===== config.mk =====
export PLATFORM = sky130hd
export DESIGN_NAME = alu_seq_div
export DESIGN_NICKNAME = d
export VERILOG_FILES = /design/src/rtl/alu_div_pkg.sv /design/src/rtl/alu_div_step.sv /design/src/rtl/alu_seq_div.sv
export SDC_FILE = /design/constraint.sdc
export NUM_CORES = 1
export LEC_CHECK = 0
export CAP_MARGIN = 20
export CORE_MARGIN = 8
export CORE_UTILIZATION = 62
export CTS_CLUSTER_DIAMETER = 150
export DETAILED_ROUTE_END_ITERATION = 6
export GPL_ROUTABILITY_DRIVEN = 0
export PLACE_DENSITY = 0.83
export SLEW_MARGIN = 30
export SYNTH_ARGS = -nofsm -noshare
export SYNTH_HDL_FRONTEND = slang
export SYNTH_HIERARCHICAL = 1
export SYNTH_SLANG_ARGS = --single-unit

===== constraint.sdc =====
create_clock -name clk -period 6.4 [get_ports clk]
set_clock_uncertainty 0.1 [all_clocks]
set_input_delay 0.96 -clock clk [delete_from_list [all_inputs] [get_ports clk]]
set_output_delay 0.96 -clock clk [all_outputs]
set_load 0.005 [all_outputs]

===== src/rtl/alu_div_pkg.sv =====
// Shared types for the sequential divider: FSM state and counter sizing.
// Optional zero-divisor shortcut is enabled with DIV_ZERO_DETECT_EN.
package alu_div_pkg;

    typedef enum logic [1:0] {
        IDLE,
        RUN,
        FIX
    } state_t;

    function automatic int cnt_w(input int w);
        return (w <= 2) ? 1 : $clog2(w);
    endfunction

endpackage


===== src/rtl/alu_div_step.sv =====
// One restoring divide iteration: shift {A,Q} left, trial-subtract divisor.
// Purely combinational; the top level registers the results.
module alu_div_step #(
    parameter int WIDTH = 32
) (
    input  logic [WIDTH:0]   a,
    input  logic [WIDTH-1:0] q,
    input  logic [WIDTH-1:0] d,
    output logic [WIDTH:0]   a_nxt,
    output logic [WIDTH-1:0] q_nxt
);

    logic [WIDTH+1:0] sa;
    logic [WIDTH+1:0] t;

    assign sa = {a, q[WIDTH-1]};
    assign t  = sa - {2'b00, d};

    // A stays below the divisor, so a borrow out of the top bit means restore
    always_comb begin
        q_nxt = {q[WIDTH-2:0], 1'b0};
        a_nxt = sa[WIDTH:0];
        if (!t[WIDTH+1]) begin
            a_nxt    = t[WIDTH:0];
            q_nxt[0] = 1'b1;
        end
    end

endmodule


===== src/rtl/alu_seq_div.sv =====
// Multi-cycle restoring divider, signed/unsigned, start/busy/done handshake.
// Define DIV_ZERO_DETECT_EN to short-circuit zero divisors with a flag.
module alu_seq_div
    import alu_div_pkg::*;
#(
    parameter int WIDTH = 32
) (
    input  logic             clk,
    input  logic             clr_n,
    input  logic             start,
    input  logic             signed_op,
    input  logic [WIDTH-1:0] dividend,
    input  logic [WIDTH-1:0] divisor,
    output logic             busy,
    output logic             done,
    output logic [WIDTH-1:0] quotient,
    output logic [WIDTH-1:0] remainder,
    output logic             div_zero
);

    localparam int CW = cnt_w(WIDTH);

    state_t           state;
    logic [WIDTH:0]   a;
    logic [WIDTH:0]   a_nxt;
    logic [WIDTH-1:0] q;
    logic [WIDTH-1:0] q_nxt;
    logic [WIDTH-1:0] dv;
    logic [CW-1:0]    count;
    logic             neg_q;
    logic             neg_r;

    logic             dd_neg;
    logic             dv_neg;
    logic [WIDTH-1:0] dd_mag;
    logic [WIDTH-1:0] dv_mag;

    assign dd_neg = signed_op & dividend[WIDTH-1];
    assign dv_neg = signed_op & divisor[WIDTH-1];
    assign dd_mag = dd_neg ? -dividend : dividend;
    assign dv_mag = dv_neg ? -divisor : divisor;

`ifdef DIV_ZERO_DETECT_EN
    logic [WIDTH-1:0] raw;
    logic             dz;
`else
    assign div_zero = 1'b0;
`endif

    alu_div_step #(
        .WIDTH(WIDTH)
    ) u_step (
        .a    (a),
        .q    (q),
        .d    (dv),
        .a_nxt(a_nxt),
        .q_nxt(q_nxt)
    );

    always_ff @(posedge clk) begin
        if (!clr_n) begin
            state     <= IDLE;
            busy      <= 1'b0;
            done      <= 1'b0;
            quotient  <= '0;
            remainder <= '0;
            count     <= '0;
            a         <= '0;
            q         <= '0;
            dv        <= '0;
            neg_q     <= 1'b0;
            neg_r     <= 1'b0;
`ifdef DIV_ZERO_DETECT_EN
            raw       <= '0;
            dz        <= 1'b0;
            div_zero  <= 1'b0;
`endif
        end else begin
            done <= 1'b0;
            unique case (state)
                IDLE: begin
                    if (start) begin
                        a     <= '0;
                        q     <= dd_mag;
                        dv    <= dv_mag;
                        neg_q <= dd_neg ^ dv_neg;
                        neg_r <= dd_neg;
                        count <= CW'(WIDTH - 1);
                        busy  <= 1'b1;
`ifdef DIV_ZERO_DETECT_EN
                        raw   <= dividend;
                        dz    <= (divisor == '0);
                        state <= (divisor == '0) ? FIX : RUN;
`else
                        state <= RUN;
`endif
                    end
                end
                RUN: begin
                    a <= a_nxt;
                    q <= q_nxt;
                    if (count == '0) begin
                        state <= FIX;
                    end else begin
                        count <= count - 1'b1;
                    end
                end
                FIX: begin
`ifdef DIV_ZERO_DETECT_EN
                    if (dz) begin
                        quotient  <= '1;
                        remainder <= raw;
                        div_zero  <= 1'b1;
                    end else begin
                        quotient  <= neg_q ? -q : q;
                        remainder <= neg_r ? -a[WIDTH-1:0] : a[WIDTH-1:0];
                        div_zero  <= 1'b0;
                    end
`else
                    quotient  <= neg_q ? -q : q;
                    remainder <= neg_r ? -a[WIDTH-1:0] : a[WIDTH-1:0];
`endif
                    done  <= 1'b1;
                    busy  <= 1'b0;
                    state <= IDLE;
                end
                default: begin
                    state <= IDLE;
                    busy  <= 1'b0;
                end
            endcase
        end
    end

endmodule


Yosys cells after proc, flatten, opt, wreduce, memory -nomap -nowiden
Cells that the tools add are included.
{"block": "totals", "register_bits": 172, "in_bits": 68, "out_inout_bits": 67}
{"block": "classes", "n_addsub": 6, "eq_ne": 5, "muxes": 19, "bitwise": 4, "n_reduce_logical": 8}
{"op": "2-to-1 mux 32 bit", "count": 5}
{"op": "negation 32 bit", "count": 4}
{"op": "2-to-1 mux 33 bit", "count": 2}
{"op": "case mux 33 bit (2 select lines)", "count": 1}
{"op": "case mux 32 bit (2 select lines)", "count": 1}
{"op": "subtractor 34 x 32 -> 34 bit", "count": 1}
{"op": "2-to-1 mux 5 bit", "count": 2}
{"op": "case mux 5 bit (2 select lines)", "count": 1}
{"op": "AND reduction 2 bit", "count": 4}
{"op": "!= test 2 bit, second input constant", "count": 3}
{"op": "logical NOT 5 bit", "count": 1}
{"op": "subtractor 5 x 1 -> 5 bit, second input constant", "count": 1}
{"op": "2-to-1 mux 2 bit", "count": 2}
{"op": "case mux 2 bit (2 select lines)", "count": 1}
{"op": "2-to-1 mux 1 bit", "count": 3}
{"op": "AND reduction 3 bit", "count": 1}
{"op": "AND 1 bit", "count": 2}
{"op": "== test 2 x 1 -> 1 bit, second input constant", "count": 1}
{"op": "== test 2 bit, second input constant", "count": 1}
{"op": "logical NOT 2 bit", "count": 1}
{"op": "case mux 1 bit (2 select lines)", "count": 1}
{"op": "nonzero test 2 bit", "count": 1}
{"op": "NOT 1 bit", "count": 1}
{"op": "bitwise XOR 1 bit", "count": 1}

Logic depth before layout (Yosys ltp)
Gate-level depths: netlist of run 1.
{"block": "depth", "depth_word": 4, "mapped_depth": 14, "depth_no_buf": 13}

Cells and area by module
Netlist of run 1, hierarchy kept.
{"module": "alu_seq_div", "instances": 1, "cells_per_inst": 1063, "area_per_inst_um2": 8804.7}
{"module": "alu_div_step", "instances": 1, "cells_per_inst": 359, "area_per_inst_um2": 2403.6}

Worst setup path after synthesis of run 1
OpenSTA, ideal clock, no wires.
{"block": "synth_timing", "path_type": "input to register", "startpoint": "input port dividend[6]", "endpoint": "register q[31]", "setup_ps": 70, "arrival_ps": 3092, "path_slack_ps": 3138, "cell_stages": 6, "path_buffers": 1, "cell_sequence": "or4_4 > or4_1 > buf_2 > or4_1 > or4_1 > a21oi_1"}
{"block": "synth_between", "elab_chain_cells": 4}
{"element": "start: declaration", "line": "alu_seq_div.sv:12", "text": "input logic [WIDTH-1:0] dividend,"}
{"element": "negation 32 bit", "line": "alu_seq_div.sv:40", "text": "assign dd_mag = dd_neg ? -dividend : dividend;"}
{"element": "2-to-1 mux 32 bit", "line": "alu_seq_div.sv:40"}
{"element": "2-to-1 mux 32 bit", "line": "alu_seq_div.sv:82", "text": "if (start) begin"}
{"element": "case mux 32 bit (2 select lines)", "line": "alu_seq_div.sv:80", "text": "unique case (state)"}
{"element": "end signal: assignment", "line": "alu_seq_div.sv:84", "text": "q <= dd_mag;"}
{"element": "end signal: assignment", "line": "alu_seq_div.sv:101", "text": "q <= q_nxt;"}
{"element": "end: declaration", "line": "alu_seq_div.sv:26", "text": "logic [WIDTH-1:0] q;"}
No other way between the ends. The select of a mux whose other input is x is not followed.
A chain may end at the register's enable or synchronous reset.

Final worst setup path of run 1
{"block": "layout_timing", "startpoint": "register a[7]", "endpoint": "register a[29]"}
{"block": "layout_between", "elab_chain_cells": 3}
{"element": "start: declaration", "line": "alu_seq_div.sv:24", "text": "logic [WIDTH:0] a;"}
{"element": "start signal: assignment", "line": "alu_seq_div.sv:100", "text": "a <= a_nxt;"}
{"element": "subtractor 34 x 32 -> 34 bit", "line": "alu_div_step.sv:17", "text": "assign t = sa - {2'b00, d};"}
{"element": "2-to-1 mux 33 bit", "line": "alu_div_step.sv:23", "text": "if (!t[WIDTH+1]) begin"}
{"element": "net a_nxt[29]", "line": "alu_seq_div.sv:25", "text": "logic [WIDTH:0] a_nxt;"}
{"element": "case mux 33 bit (2 select lines)", "line": "alu_seq_div.sv:80"}
The timed path passes the listed nets, and every way through them passes these cells.

==> summary.txt, run 1 <==
Global routing
  – Total GRT Usage: 0.280
  – Pin count of the biggest net entering global routing: 54
  – Number of global-route vias before repair: 9,849
  – First-pass GRT wire length: 51,300 um
  – Number of antenna violations at the first check in global routing: 0
  – Remaining Overflow, GRT: 0

Clock tree
  – Post-cts hold buffer count: 0
  – Clock latency of the later-clocked register in the worst-skew pair: ~0.44 ns
  – TritonCTS clock tree: yes
  – # H-tree levels: 4
  – Number of buffers inserted by post-CTS setup repair: 0
  – Count of cells resized by post-cts repair: 0
  – Number of sinks on the clock net: approximately 170
  – Number of buffers created by CTS: 17
  – Clock-pin transition on the worst setup and hold timing paths: roughly 0.06 ns
  – Buffers from clock root to sink, at most: 2
  – Clock root buffer master: sky130_fd_sc_hd__clkbuf_16

STA
  – RSZ-0062 raised after global routing: no
  – Number of endpoints failing setup at the final stage: 0
  – Total negative slack for setup checks: 0 ns
  – Worst Max-Slew Pin Slew: between 0.9 and 1 ns
  – FMAX: 266 MHz
  – Final worst-path cycle share: 0.588
  – Hold violation total from the final report: 0
  – Slew margin rel.: 0.389
  – Clock period minus worst slack: about 3.8 ns
  – Number of max-slew violations in the final report: 0

Pwr
  – Static leakage: approximately 0.0049 uW
  – VDD IR max: ~0.26 mV
  – PD cells: about 350 mW/mm^2

Floorplan
  – Area of the core: between 0.015 and 0.02 mm^2
  – Die Ht: roughly 150 um
  – Top-level I/O count: about 140
  – # rows: between 40 and 50
  – Initial core utilization: 0.628
  – Die outline area: about 0.023 mm^2
  – Die width: 150 um

Setup path
  – Worst path top cell family by delay: compound AO/OA/AOI/OAI gates
  – Sort of element at the end of the critical path: flip-flop
  – Crit path launch type: flip-flop
  – Worst Setup SP: a[7]$_SDFFE_PN0P_
  – Worst EP arrival: 3.98 ns
  – Standard cell with the maximum stage delay on the critical path: sky130_fd_sc_hd__xor2_4
  – Reg-to-reg critical path startpoint: a[7]$_SDFFE_PN0P_
  – Largest fanout on the critical path: 18
  – Worst R2R Setup Slack: approximately 2.6 ns
  – Critical path, cell by cell: ha_1 -> and3_1 -> or3b_1 -> a211oi_2 -> o31ai_1 -> and3_4 -> o31a_4 -> xor2_4 -> inv_2 -> mux2_2 -> a22o_1
  – Biggest cell delay along the critical path: between 0.4 and 0.5 ns
  – Buf/Inv on CP: 1
  – CP Class: flip-flop to flip-flop
  – Worst endpoint required time: about 6.6 ns

Synthesis
  – FFs w/ async S/R, synth: 0
  – Nets in the synthesized netlist: between 1,500 and 2,000
  – Mean post-synth cell area: 7.88 um^2
  – Cells after Synth: 1,422
  – Count of warnings emitted by yosys: 6
  – Top flip-flop cell by instance count after synthesis: sky130_fd_sc_hd__dfxtp_1
  – Flip-flop and latch count after synthesis: roughly 170
  – Register area share after synthesis: 0.307
  – Synth Cell Area: ~0.011 mm^2
  – Post-synth cell types: 72
  – Number of synthesized flops with an enable pin: 0

Final layout
  – Util after Layout: 0.731
  – Post-route insts no fill: ~1,700
  – Layout cells sized above 1: 0.0546
  – FF+latch area: between 0.003 and 0.004 mm^2
  – # fillers: ~1,400
  – Inserted Diodes: 0
  – Area overhead of the layout relative to synthesis: 16.3%
  – Footprint of the multi-input gates: between 0.007 and 0.008 mm^2
  – Number of nets in the layout: between 1,500 and 2,000

Detailed routing
  – Detailed-route via count: 11,000
  – Initial DRT Pass Iterations: 5
  – Total detailed-routing wirelength: 32,200 um
  – Detailed-route vias per instance: approximately 6.4
  – DRC violations left: 0
  – Number of violations reported at the end of detailed-routing iteration 0: 1,065
  – Number of nets with antenna violations after detailed routing: 0
  – Average wire length per cell after detail routing: 18.8 um

Run status
  – Outcome: completed

Placed design
  – Placed Cells incl. Taps: about 1,700
  – Post-detailed-placement half-perimeter wirelength: between 20,000 and 25,000 um
  – I/O Buffers: about 130

Hold path
  – Startpoint of the worst hold path: remainder[17]$_SDFFE_PN0P_
  – Worst hold path type: flip-flop to flip-flop

Job
  – Number of max-cap violations: 0
[cell families (layout without fill, tap and decap cells)]
kind of cell	count (synthesis)	in the layout	share of synthesized area
flops	172	172	0.307
buf+inv	169	231	0.0676
simple gates	430	430	0.185
mux	16	16	0.0148
fa+ha+maj	38	38	0.0431
compound gates	466	466	0.279
xor+xnor	130	130	0.103
other cells	1	1	0.000335
[tightest hold or removal path, delay by kind of cell, from the launching register on]
family / cells / cell delay, ns
AO/OA/AOI/OAI: 1 / 0.05
flip-flops: 1 / 0.32
AND/OR/NAND/NOR: 1 / 0.04
[final cells by class]
type | instances | share of cell area
clock buffer | 19 | 0.0340
clock inverter | 13 | 0.0146
inverter | 54 | 0.0155
multi-input combinational | 1081 | 0.540
sequential | 172 | 0.264
tap | 229 | 0.0220
timing repair buffer | 145 | 0.110
[layer usage]
layer | up-vias | GRT usage | part of all wire | wire, um
li1 | 5277 | - | - | -
met1 | 5112 | 0.402 | 0.45 | 14500
met2 | 533 | 0.412 | 0.43 | 13800
met3 | 55 | 0.0625 | 0.10 | 3310
met4 | 2 | 0.0785 | 0.017 | 558
met5 | - | 0 | 0.00031 | 10
[Yosys cell counts (22+ instances only)]
master | count | share of area
sky130_fd_sc_hd__dfxtp_1 | 172 | 0.31
sky130_fd_sc_hd__ha_1 | 37 | 0.041
sky130_fd_sc_hd__o41ai_1 | 26 | 0.020
sky130_fd_sc_hd__xor2_1 | 83 | 0.065
sky130_fd_sc_hd__o21ai_0 | 128 | 0.057
sky130_fd_sc_hd__inv_1 | 53 | 0.018
sky130_fd_sc_hd__nor3_1 | 29 | 0.013
sky130_fd_sc_hd__or4_1 | 23 | 0.015
sky130_fd_sc_hd__nor4_1 | 22 | 0.012
sky130_fd_sc_hd__buf_4 | 32 | 0.021
sky130_fd_sc_hd__a21o_1 | 24 | 0.016
sky130_fd_sc_hd__clkbuf_1 | 71 | 0.024
sky130_fd_sc_hd__nor2_1 | 97 | 0.032
sky130_fd_sc_hd__a22o_1 | 35 | 0.027
sky130_fd_sc_hd__a21oi_1 | 84 | 0.038
sky130_fd_sc_hd__nand2_1 | 153 | 0.051
sky130_fd_sc_hd__a211oi_1 | 37 | 0.025
sky130_fd_sc_hd__xnor2_1 | 46 | 0.036
sky130_fd_sc_hd__o31ai_1 | 31 | 0.021
[where the power goes]
group          internal, uW  total (uW)  switching (uW)
clock                   667        1110             439
combinational           845        2140            1300
sequential             1180        1360             179
[layout by cell type (no fill, tap or decap), types with 11 or more instances in the layout]
master / n
sky130_fd_sc_hd__a21oi_1: 84
sky130_fd_sc_hd__nand3_1: 17
sky130_fd_sc_hd__nand2b_1: 15
sky130_fd_sc_hd__o31ai_1: 31
sky130_fd_sc_hd__xnor2_1: 46
sky130_fd_sc_hd__o21ai_0: 128
sky130_fd_sc_hd__xor2_1: 83
sky130_fd_sc_hd__dfxtp_1: 171
sky130_fd_sc_hd__ha_1: 37
sky130_fd_sc_hd__nand2_1: 152
sky130_fd_sc_hd__clkdlybuf4s50_1: 133
sky130_fd_sc_hd__a211oi_1: 37
sky130_fd_sc_hd__nor4_1: 21
sky130_fd_sc_hd__and3_1: 11
sky130_fd_sc_hd__inv_1: 52
sky130_fd_sc_hd__mux2i_1: 11
sky130_fd_sc_hd__or3_1: 18
sky130_fd_sc_hd__a22o_1: 35
sky130_fd_sc_hd__clkbuf_16: 17
sky130_fd_sc_hd__buf_4: 11
sky130_fd_sc_hd__nor2_1: 93
sky130_fd_sc_hd__a21o_1: 24
sky130_fd_sc_hd__o41ai_1: 26
sky130_fd_sc_hd__nor3_1: 29
sky130_fd_sc_hd__o221ai_1: 15
sky130_fd_sc_hd__a31oi_1: 16
sky130_fd_sc_hd__or4_1: 23
[per-stage QoR]
stage	hold WS [ns]	power [uW]	setup slack [ns]	area, um^2
after global placement	0.333	3380	2.29	12400
after floorplan	0.340	2940	3.14	11200
final	0.350	4600	2.64	13000
after global routing	0.380	4860	2.46	13000
after detailed placement	0.343	3440	2.41	12400
after CTS	0.358	4550	2.69	13000
[registers in the layout, summed over array words and instances (netlist names)]
| register | cells |
|---|---|
| quotient | 32 |
| state | 2 |
| done | 1 |
| q | 32 |
| remainder | 32 |
| a | 33 |
| busy | 1 |
| dv | 32 |
| neg_r | 1 |
| neg_q | 1 |
| count | 5 |
[worst paths after layout]
| path | endpoint | depth (start not counted) |
|---|---|---|
| setup / recovery | a[29]$_SDFFE_PN0P_ | 11 |
| hold / removal | remainder[17]$_SDFFE_PN0P_ | 2 |
| setup reg to reg | a[29]$_SDFFE_PN0P_ | 11 |
| hold reg to reg | remainder[17]$_SDFFE_PN0P_ | 2 |
(Power assumes the default switching activity.)
==> run 2: changes to the inputs <==
--- a/config.mk
+++ b/config.mk
@@ -7,11 +7,11 @@
 export LEC_CHECK = 0
 export CAP_MARGIN = 20
 export CORE_MARGIN = 8
-export CORE_UTILIZATION = 62
+export CORE_UTILIZATION = 57
 export CTS_CLUSTER_DIAMETER = 150
 export DETAILED_ROUTE_END_ITERATION = 6
 export GPL_ROUTABILITY_DRIVEN = 0
-export PLACE_DENSITY = 0.83
+export PLACE_DENSITY = 0.77
 export SLEW_MARGIN = 30
 export SYNTH_ARGS = -nofsm -noshare
 export SYNTH_HDL_FRONTEND = slang
==> constraint.sdc (replaced) <==
create_clock -name clk -period 3.7 [get_ports clk]
set_clock_uncertainty 0.1 [all_clocks]
set_input_delay 0.555 -clock clk [delete_from_list [all_inputs] [get_ports clk]]
set_output_delay 0.555 -clock clk [all_outputs]
set_load 0.005 [all_outputs]
==> summary.txt, run 2 (same netlist as run 1, synthesis figures left out) <==
Floorplan
  – Area of the core: 0.0194 mm^2
  – Die width: between 150 and 200 um
  – Die Ht: 156 um
  – Top-level I/O count: around 140
  – Initial core utilization: 0.578
  – Die outline area: roughly 0.024 mm^2
  – # rows: 51

Clock tree
  – Number of buffers inserted by post-CTS setup repair: 0
  – # H-tree levels: 4
  – Clock latency of the later-clocked register in the worst-skew pair: approximately 0.44 ns
  – Number of buffers created by CTS: 17
  – Clock root buffer master: sky130_fd_sc_hd__clkbuf_16
  – Number of sinks on the clock net: 172
  – Clock-pin transition on the worst setup and hold timing paths: 0.06 ns
  – Buffers from clock root to sink, at most: 2
  – TritonCTS clock tree: yes

Final layout
  – Largest register FFs: 33
  – Area overhead of the layout relative to synthesis: 18.3%
  – Largest Register: a
  – Leading cell type in the layout, fill and taps excluded: sky130_fd_sc_hd__dfxtp_1
  – Top library cells by usage in the layout, fill and taps aside: 172 x sky130_fd_sc_hd__dfxtp_1, 153 x sky130_fd_sc_hd__nand2_1, 133 x sky130_fd_sc_hd__clkdlybuf4s50_1, 128 x sky130_fd_sc_hd__o21ai_0, 94 x sky130_fd_sc_hd__nor2_1
  – Number of nets in the layout: roughly 1,600
  – Layout cells sized above 1: 0.0682
  – Inserted Diodes: 0
  – Util after Layout: 0.683

Global routing
  – Number of antenna violations at the first check in global routing: 0
  – Remaining Overflow, GRT: 0
  – Pin count of the biggest net entering global routing: 61
  – First-pass GRT wire length: about 50,000 um
  – Number of global-route vias before repair: 9,772
  – Total GRT Usage: 0.257

Hold path
  – Worst hold path type: flip-flop to flip-flop
  – Number of cells on the worst hold path: 2

Detailed routing
  – Number of nets with antenna violations after detailed routing: 0
  – Detailed-route via count: around 11,000
  – DRC violations left: 0
  – Initial DRT Pass Iterations: 5
  – Detailed-route vias per instance: 6.13
  – Total detailed-routing wirelength: ~32,000 um
  – Number of violations reported at the end of detailed-routing iteration 0: about 1,000
  – Average wire length per cell after detail routing: about 18 um

Setup path
  – Depth of the most critical reg-to-reg path: 11
  – CP Class: flip-flop to flip-flop
  – End of the worst register-to-register path: a[6]$_SDFFE_PN0P_
  – Buf/Inv on CP: 1
  – Critical path depth in cells: 11
  – Capture point of the critical path: a[6]$_SDFFE_PN0P_
  – Worst path top cell family by delay: compound AO/OA/AOI/OAI gates
  – Worst endpoint required time: 3.93 ns
  – Worst R2R Setup Slack: between 0.2 and 0.25 ns
  – Worst Setup SP: a[12]$_SDFFE_PN0P_
  – Reg-to-reg critical path startpoint: a[12]$_SDFFE_PN0P_
  – Sort of element at the end of the critical path: flip-flop
  – Worst EP arrival: roughly 3.7 ns
  – Critical path, cell by cell: ha_1 -> nand4_1 -> or3b_1 -> a211oi_2 -> o31ai_1 -> and3_4 -> o31a_4 -> xor2_4 -> buf_6 -> o21ai_0 -> a22o_1
  – Largest fanout on the critical path: 52
  – Standard cell with the maximum stage delay on the critical path: sky130_fd_sc_hd__or3b_1
  – Biggest cell delay along the critical path: between 0.4 and 0.5 ns
  – Crit path launch type: flip-flop

STA
  – Final worst-path cycle share: 0.936
  – Total negative slack for setup checks: 0 ns
  – Slew margin rel.: 0.393
  – Clock period minus worst slack: around 3.5 ns
  – Number of endpoints failing setup at the final stage: 0
  – RSZ-0062 raised after global routing: no
  – Worst Max-Slew Pin Slew: about 0.9 ns
  – FMAX: 289 MHz
  – Number of max-slew violations in the final report: 0
  – Hold violation total from the final report: 0

Run status
  – Outcome: completed

Pwr
  – VDD IR max: ~0.38 mV
  – PD cells: ~600 mW/mm^2
  – Static leakage: ~0.005 uW
  – Total power draw: about 7900 uW

Placed design
  – Post-detailed-placement half-perimeter wirelength: roughly 24,000 um
  – I/O Buffers: about 130

Job
  – Number of max-cap violations: 0
==> run 2: metal layers <==
metal	wire length, um	global-route usage	share of wire	up-vias
met1	15300	0.383	0.48	5015
met5	0	0	0	-
li1	-	-	-	5348
met4	409	0.0622	0.013	0
met3	2920	0.0546	0.091	38
met2	13300	0.367	0.42	480
==> run 2: worst min-delay path by stage <==
stage / start / endpoint / slack (ns)
final: remainder[12]$_SDFFE_PN0P_ / remainder[12]$_SDFFE_PN0P_ / 0.35
after detailed placement: quotient[21]$_SDFFE_PN0P_ / quotient[21]$_SDFFE_PN0P_ / 0.34
after floorplan: dv[0]$_SDFFE_PN0P_ / dv[0]$_SDFFE_PN0P_ / 0.34
after global placement: remainder[22]$_SDFFE_PN0P_ / remainder[22]$_SDFFE_PN0P_ / 0.33
after global routing: remainder[12]$_SDFFE_PN0P_ / remainder[12]$_SDFFE_PN0P_ / 0.38
after CTS: quotient[21]$_SDFFE_PN0P_ / quotient[21]$_SDFFE_PN0P_ / 0.36
==> run 2: final cells by class <==
type,count,area [um^2]
multi-input combinational,1081,7030
fill,1671,6140
sequential,172,3440
timing repair buffer,173,1650
clock buffer,21,460
tap,265,332
inverter,54,203
clock inverter,10,141
==> run 2: through the flow <==
stage	instances	hold WS [ns]	cell area, um^2	worst slack [ns]
floorplan	1422	0.340	11200	0.540
global placement	1745	0.333	12600	0.341
detailed placement	1745	0.342	12600	0.188
CTS	1776	0.356	13300	0.183
global route	1776	0.379	13300	0.0236
finish	1776	0.349	13300	0.236
==> run 2: worst reg2reg max path: stages, from the launching register on <==
cell	delay, ns
sky130_fd_sc_hd__dfxtp_1	0.37
sky130_fd_sc_hd__ha_1	0.42
sky130_fd_sc_hd__nand4_1	0.18
sky130_fd_sc_hd__or3b_1	0.42
sky130_fd_sc_hd__a211oi_2	0.28
sky130_fd_sc_hd__o31ai_1	0.12
sky130_fd_sc_hd__and3_4	0.22
sky130_fd_sc_hd__o31a_4	0.30
sky130_fd_sc_hd__xor2_4	0.21
sky130_fd_sc_hd__buf_6	0.33
sky130_fd_sc_hd__o21ai_0	0.19
sky130_fd_sc_hd__a22o_1	0.22
==> run 2: report_power, final <==
group	internal [uW]	leakage (uW)	switching [uW]
clock network	1090	0.000289	745
logic	1540	0.00332	2250
registers	2040	0.00140	249
total	4670	0.00502	3250
==> run 2: repair_timing <==
item | 4_1_cts | 5_1_grt
endpoints found under the hold margin | 0 | 0
resized for setup | 0 | 1
hold buffers | 0 | 0
endpoints found under the setup margin | 0 | 26
